==> src/rtl/mc_ctrl_pkg.sv <==
// Shared encodings for the multi-cycle controller: state codes, opcode/func
// constants, datapath select codes and the decoded-instruction flag set.
package mc_ctrl_pkg;

  typedef enum logic [2:0] {
    S_FETCH  = 3'd0,
    S_DECODE = 3'd1,
    S_EXE    = 3'd2,
    S_MEM    = 3'd3,
    S_WB     = 3'd4
  } state_e;

  localparam logic [5:0] OP_RTYPE = 6'h00;
  localparam logic [5:0] OP_ORI   = 6'h0D;
  localparam logic [5:0] OP_LW    = 6'h23;
  localparam logic [5:0] OP_SW    = 6'h2B;
  localparam logic [5:0] OP_BEQ   = 6'h04;
  localparam logic [5:0] OP_LUI   = 6'h0F;
  localparam logic [5:0] OP_JAL   = 6'h03;

  localparam logic [5:0] FN_ADDU  = 6'h21;
  localparam logic [5:0] FN_SUBU  = 6'h23;
  localparam logic [5:0] FN_JR    = 6'h08;

  localparam logic [1:0] NPC_PC4  = 2'b00;
  localparam logic [1:0] NPC_BEQ  = 2'b01;
  localparam logic [1:0] NPC_JAL  = 2'b10;
  localparam logic [1:0] NPC_JR   = 2'b11;

  localparam logic [1:0] EXT_SIGN = 2'b00;
  localparam logic [1:0] EXT_ZERO = 2'b01;
  localparam logic [1:0] EXT_LUI  = 2'b10;

  localparam logic [2:0] ALU_ADD  = 3'b000;
  localparam logic [2:0] ALU_SUB  = 3'b001;
  localparam logic [2:0] ALU_OR   = 3'b010;

  localparam logic [1:0] DST_RD   = 2'b00;
  localparam logic [1:0] DST_RT   = 2'b01;
  localparam logic [1:0] DST_RA   = 2'b10;

  localparam logic [1:0] WD_ALU   = 2'b00;
  localparam logic [1:0] WD_MEM   = 2'b01;
  localparam logic [1:0] WD_EXT   = 2'b10;
  localparam logic [1:0] WD_PC4   = 2'b11;

  typedef struct packed {
    logic addu;
    logic subu;
    logic ori;
    logic lw;
    logic sw;
    logic beq;
    logic lui;
    logic jal;
    logic jr;
    logic nop;
  } instr_t;

endpackage

==> src/rtl/mc_dec.sv <==
// Combinational instruction decode: op/func to one-hot instruction flags.
// Anything not recognised raises nop.
module mc_dec
  import mc_ctrl_pkg::*;
(
  input  logic [5:0] i_op,
  input  logic [5:0] i_func,
  output instr_t     o_instr
);

  logic w_rtype;
  logic w_known;

  assign w_rtype = (i_op == OP_RTYPE);

  always_comb begin
    o_instr      = '0;
    o_instr.addu = w_rtype && (i_func == FN_ADDU);
    o_instr.subu = w_rtype && (i_func == FN_SUBU);
    o_instr.jr   = w_rtype && (i_func == FN_JR);
    o_instr.ori  = (i_op == OP_ORI);
    o_instr.lw   = (i_op == OP_LW);
    o_instr.sw   = (i_op == OP_SW);
    o_instr.beq  = (i_op == OP_BEQ);
    o_instr.lui  = (i_op == OP_LUI);
    o_instr.jal  = (i_op == OP_JAL);
    o_instr.nop  = ~w_known;
  end

  assign w_known = (w_rtype && ((i_func == FN_ADDU) || (i_func == FN_SUBU) || (i_func == FN_JR)))
                 || (i_op == OP_ORI) || (i_op == OP_LW) || (i_op == OP_SW)
                 || (i_op == OP_BEQ) || (i_op == OP_LUI) || (i_op == OP_JAL);

endmodule

==> src/rtl/mc_ctrl.sv <==
// Multi-cycle MIPS-subset controller: state register plus strobe/select logic.
// Define MC_CTRL_MEM_WAIT_EN to honour mem_ready in FETCH and MEM.
module mc_ctrl
  import mc_ctrl_pkg::*;
(
  input  logic       clk,
  input  logic       reset,
  input  logic [5:0] op,
  input  logic [5:0] func,
  input  logic       zero,
  input  logic       mem_ready,
  output logic       pc_wr,
  output logic       ir_wr,
  output logic       reg_write,
  output logic       mem_write,
  output logic       mem_read,
  output logic [1:0] npc_sel,
  output logic [1:0] ext_op,
  output logic [2:0] alu_op,
  output logic [1:0] reg_dst,
  output logic       alu_src,
  output logic [1:0] wd_sel,
  output logic [2:0] state
);

  instr_t w_instr;
  logic   w_ready;
  state_e r_state;
  state_e w_next;

  mc_dec u_dec (
    .i_op    (op),
    .i_func  (func),
    .o_instr (w_instr)
  );

`ifdef MC_CTRL_MEM_WAIT_EN
  assign w_ready = mem_ready;
`else
  logic w_unused_mem_ready;
  assign w_unused_mem_ready = mem_ready;
  assign w_ready            = 1'b1;
`endif

  always_ff @(posedge clk) begin
    if (reset) r_state <= S_FETCH;
    else       r_state <= w_next;
  end

  assign state = r_state;

  // Strobes are Mealy: they react to mem_ready, zero and reset in the same cycle.
  always_comb begin
    w_next    = S_FETCH;
    pc_wr     = 1'b0;
    ir_wr     = 1'b0;
    reg_write = 1'b0;
    mem_write = 1'b0;
    mem_read  = 1'b0;
    npc_sel   = NPC_PC4;
    case (r_state)
      S_FETCH: begin
        mem_read = 1'b1;
        if (w_ready) begin
          ir_wr  = 1'b1;
          pc_wr  = 1'b1;
          w_next = S_DECODE;
        end else begin
          w_next = S_FETCH;
        end
      end
      S_DECODE: begin
        if (w_instr.jal) begin
          pc_wr     = 1'b1;
          npc_sel   = NPC_JAL;
          reg_write = 1'b1;
        end else if (w_instr.jr) begin
          pc_wr   = 1'b1;
          npc_sel = NPC_JR;
        end else if (!w_instr.nop) begin
          w_next = S_EXE;
        end
      end
      S_EXE: begin
        if (w_instr.beq) begin
          pc_wr   = zero;
          npc_sel = NPC_BEQ;
        end else if (w_instr.lw || w_instr.sw) begin
          w_next = S_MEM;
        end else if (w_instr.addu || w_instr.subu || w_instr.ori || w_instr.lui) begin
          w_next = S_WB;
        end
      end
      S_MEM: begin
        mem_read  = w_instr.lw;
        mem_write = w_instr.sw;
        if ((w_instr.lw || w_instr.sw) && !w_ready) w_next = S_MEM;
        else if (w_instr.lw)                        w_next = S_WB;
      end
      S_WB: begin
        reg_write = 1'b1;
      end
      default: begin
      end
    endcase
    if (reset) begin
      pc_wr     = 1'b0;
      ir_wr     = 1'b0;
      reg_write = 1'b0;
      mem_write = 1'b0;
      mem_read  = 1'b0;
      npc_sel   = NPC_PC4;
      w_next    = S_FETCH;
    end
  end

  // Selects follow op/func directly so they stay steady across EXE, MEM and WB.
  always_comb begin
    ext_op  = EXT_SIGN;
    alu_op  = ALU_ADD;
    reg_dst = DST_RD;
    alu_src = 1'b0;
    wd_sel  = WD_ALU;
    if (w_instr.subu || w_instr.beq) alu_op = ALU_SUB;
    if (w_instr.ori) begin
      reg_dst = DST_RT;
      alu_src = 1'b1;
      ext_op  = EXT_ZERO;
      alu_op  = ALU_OR;
    end
    if (w_instr.lui) begin
      reg_dst = DST_RT;
      ext_op  = EXT_LUI;
      wd_sel  = WD_EXT;
    end
    if (w_instr.lw) begin
      reg_dst = DST_RT;
      wd_sel  = WD_MEM;
      alu_src = 1'b1;
    end
    if (w_instr.sw) alu_src = 1'b1;
    if (w_instr.jal) begin
      reg_dst = DST_RA;
      wd_sel  = WD_PC4;
    end
  end

endmodule

==> config.mk <==
export PLATFORM = sky130hd
export DESIGN_NAME = mc_ctrl
export DESIGN_NICKNAME = d
export VERILOG_FILES = /design/src/rtl/mc_ctrl_pkg.sv /design/src/rtl/mc_dec.sv /design/src/rtl/mc_ctrl.sv
export SDC_FILE = /design/constraint.sdc
export NUM_CORES = 1
export LEC_CHECK = 0
export CAP_MARGIN = 20
export CORE_AREA = 2 2 39 41
export CTS_BUF_LIST = sky130_fd_sc_hd__clkbuf_2 sky130_fd_sc_hd__clkbuf_4 sky130_fd_sc_hd__clkbuf_8
export CTS_CLUSTER_SIZE = 16
export DETAILED_ROUTE_END_ITERATION = 10
export DIE_AREA = 0 0 41 43
export PLACE_DENSITY = 0.82
export RECOVER_POWER = 25
export SETUP_SLACK_MARGIN = 0.3
export SYNTH_ARGS = -nofsm -noshare
export SYNTH_HDL_FRONTEND = slang
export SYNTH_SLANG_ARGS = --single-unit
==> constraint.sdc <==
create_clock -name clk -period 4.1 [get_ports clk]
set_input_delay 0.41 -clock clk [delete_from_list [all_inputs] [get_ports clk]]
set_output_delay 0.41 -clock clk [all_outputs]
set_load 0.01 [all_outputs]
==> results.md <==
* Status: completed
* Horiz. Die Dim at 41 um
* DRC viols at 0
* Filler cell count at 144
* HP Class: reg -> reg
* Reg2reg path depth at 3
* Num CTS Buffers at 3
* Buf+Inv Stages, Crit Path at 2
* Total track usage at 0.1642
* Switching part of the total at 0.2710
* Post-synth cell types at 38
* Post-Route Utilization at 0.5850
* First-pass GRT wire length at 2035 um
* Max Clk Rate at 0.3226 GHz
* Layout area overhead at 79.22%
* Data required, critical path at 3.69 ns
* Cell count along the critical path at 6
* Core Box Area at 1384 um^2
* Routed WL per cell at 11.20 um
* Vias in the first global route at 520
* Final Max Slew Viols at 0
* Internal power at 0.00009880 W
* RSZ-0062 raised after global routing: false
* Cell Chain, Critical Path: dlygate4sd3_1 > nor2b_1 > nand4b_4 > or3_2 > nor2_1 > clkdlybuf4s50_1
* Port Buffer Count at 33
* Dpl cell area at 787.0 um^2
* Slowest stage delay, CP at 0.64 ns
* Seq cells post-synth at 3
* Placed Cells at 109
* Synth Net Count at 79
* Synthesized instance count at 63
* Max cap viols at 0
* Setup violators final at 0
* Clk pwr share at 0.444
* Switch Pwr at 0.00003672 W
* Yosys Warn Count at 0
* Synth Area per Inst at 7.170 um^2
* Die Ht at 43 um
* Post-route ant nets at 0
* Final Non-Filler Cells at 113
* Synth async-reset ratio at 0
* FF-to-FF setup slack at 2.55 ns
* GR Overflow Total at 0
* Die area at 1763 um^2
* Logic pwr share at 0.319
* Wirelength, routed at 1266 um
* Start point of the critical path: op[1]
* Deepest clock path buffer count at 2
* Htree depth at 1
* Critical Path Start Type: primary input
* Total leakage power at 0.3170 nW
* Dpl hpwl at 1030 um
* Setup CP Type: in -> out
* Post-CTS Setup Repair Bufs at 0
* DR vias/cell at 5.159
* Initial core utilization at 0.3264
* Critical Path End Type: output pin
* Arr. time, crit path at 2.69 ns
* Slowest cell on the critical path: dlygate4sd3_1
* CP Max Fanout at 7
* Post_cts resized at 0
* Largest net degree at the start of global routing at 11
* Pre-CTS setup slack at 1.098 ns
* Critical Path Sink: mem_write
* Initial antenna violation count at 0
* Family with the most delay on the worst path: buffers and inverters
* Endpoints failing hold at 0
* Power Dens Cells at 167.4 nW/um^2
* Tmin final at 3.099 ns
* Root buffer cell: clkbuf_4
* CTS tree: done
* Post-route setup slack at 1.001 ns
* Flop pwr share at 0.237
* Final Cell Area at 809.5 um^2
* Primary FF master, synth: dfxtp_1
* R2r startpoint: state[0]
* FP Rows at 14
* Mapped cell area at 451.7 um^2
* Post-synth EDFFs at 0
* Clock-pin slew on the worst setup and hold paths at 0.04 ns
* DRT Pass-1 Iters at 4
* Vias at 583
* Gp weighted congestion at 0.7406
* Tcrit/Tclk final at 0.7560
* I/O pins at 36
* Fraction of layout cells with a size suffix above 1 at 0.1340
* Sequential-to-total area share from yosys stat at 0.1330
* Clock Latency Late Sink at 0.24 ns
* Top cells by area, synth: dfxtp_1 13%, o21ai_0 6.6%, nor2_1 6.6%
* Nets at 114
* Flip-flop count of the largest register after layout at 3
* Hold-fix buffers, CTS at 0
* Reg-to-reg critical path endpoint: state[1]
* Synth area leader: dfxtp_1
* Worst vdd ir at 0.09822 mV
* Synth top area share at 0.1330
* Setup total negative slack at 0 ns
* TritonCTS Sinks at 3
* Clock Skew at 0.005351 ns
* Diodes inserted at 0
* Detailed Route Iter0 Violations at 7
[cells in the mapped netlist, types with 2 or more instances]
library cell  count
nand3_1           2
nor3_1            3
nand4_1           2
nor3b_1           2
nor2_1            8
nand2_1           2
dfxtp_1           3
inv_1             3
o21ai_0           6
clkbuf_1          2
a21oi_1           3
[worst register-to-register path: cells and delay by family, from the launching register on]
family	cells	cell delay (ns)
AND/OR/NAND/NOR	2	0.77
flip-flops	1	0.47
AO/OA/AOI/OAI	1	0.23
[cells in the final DEF (no fill, tap or decap), types with 2 or more instances in the layout]
cell type and count:
clkdlybuf4s50_1 29, nor2_1 8, o21ai_0 6, clkbuf_4 4, dlygate4sd3_1 4, inv_1 3, nor3_1 3, a21oi_1 3
dfxtp_1 3, nor2b_1 2, nand4_1 2, nor3b_1 2, nand3_1 2, nand2_1 2
[worst min-delay path by stage]
| stage | slack [ns] | to | cells after the start | start |
|---|---|---|---|---|
| 2_1_floorplan | 0.51 | state[2] | 1 | op[3] |
| 3_3_place_gp | 0.70 | state[0] | 2 | state[2] |
| 3_5_place_dp | 0.69 | state[0] | 2 | state[2] |
| 4_1_cts | 0.70 | state[0] | 2 | state[2] |
| 5_1_grt | 0.75 | state[1] | 2 | state[2] |
| 6_report | 0.71 | state[0] | 2 | state[2] |
[per-stage QoR]
stage / hold WS, ns / total power [W]
global route: 0.7541 / 0.0001419
floorplan: 0.5084 / 0.00004941
global placement: 0.7015 / 0.00007673
detailed placement: 0.6949 / 0.00007729
finish: 0.7091 / 0.0001355
CTS: 0.7047 / 0.0001384
[power by group through the flow]
stage	clock (W)	sequential [W]	combinational, W
final	0.0000601	0.0000322	0.0000432
after global routing	0.0000623	0.0000324	0.0000473
after CTS	0.0000614	0.0000322	0.0000448
after detailed placement	0	0.0000327	0.0000446
after global placement	0	0.0000327	0.0000441
after floorplan	0	0.0000315	0.0000179
[final cells by class]
class / instances / area (um^2) / area share
multi-input cells: 53 / 354.1 / 0.4374
well taps: 16 / 20.02 / 0.02473
clock buffers: 4 / 30.03 / 0.03709
flip-flops and latches: 3 / 60.06 / 0.07419
repair buffers: 33 / 330.3 / 0.4080
inverters: 4 / 15.01 / 0.01855
[cells by family after synthesis]
| family | share of synthesized area |
|---|---|
| compound gates | 0.2216 |
| flops | 0.1330 |
| simple gates | 0.5707 |
| buf+inv | 0.06648 |
| other cells | 0.008302 |
[layer usage]
| metal | global-route usage | part of all wire |
|---|---|---|
| met1 | 0.2102 | 0.46 |
| met2 | 0.2500 | 0.47 |
| met3 | 0.03141 | 0.054 |
| met4 | 0.08000 | 0.012 |
| met5 | 0 | 0 |
Power figures use the tool's default switching activity.
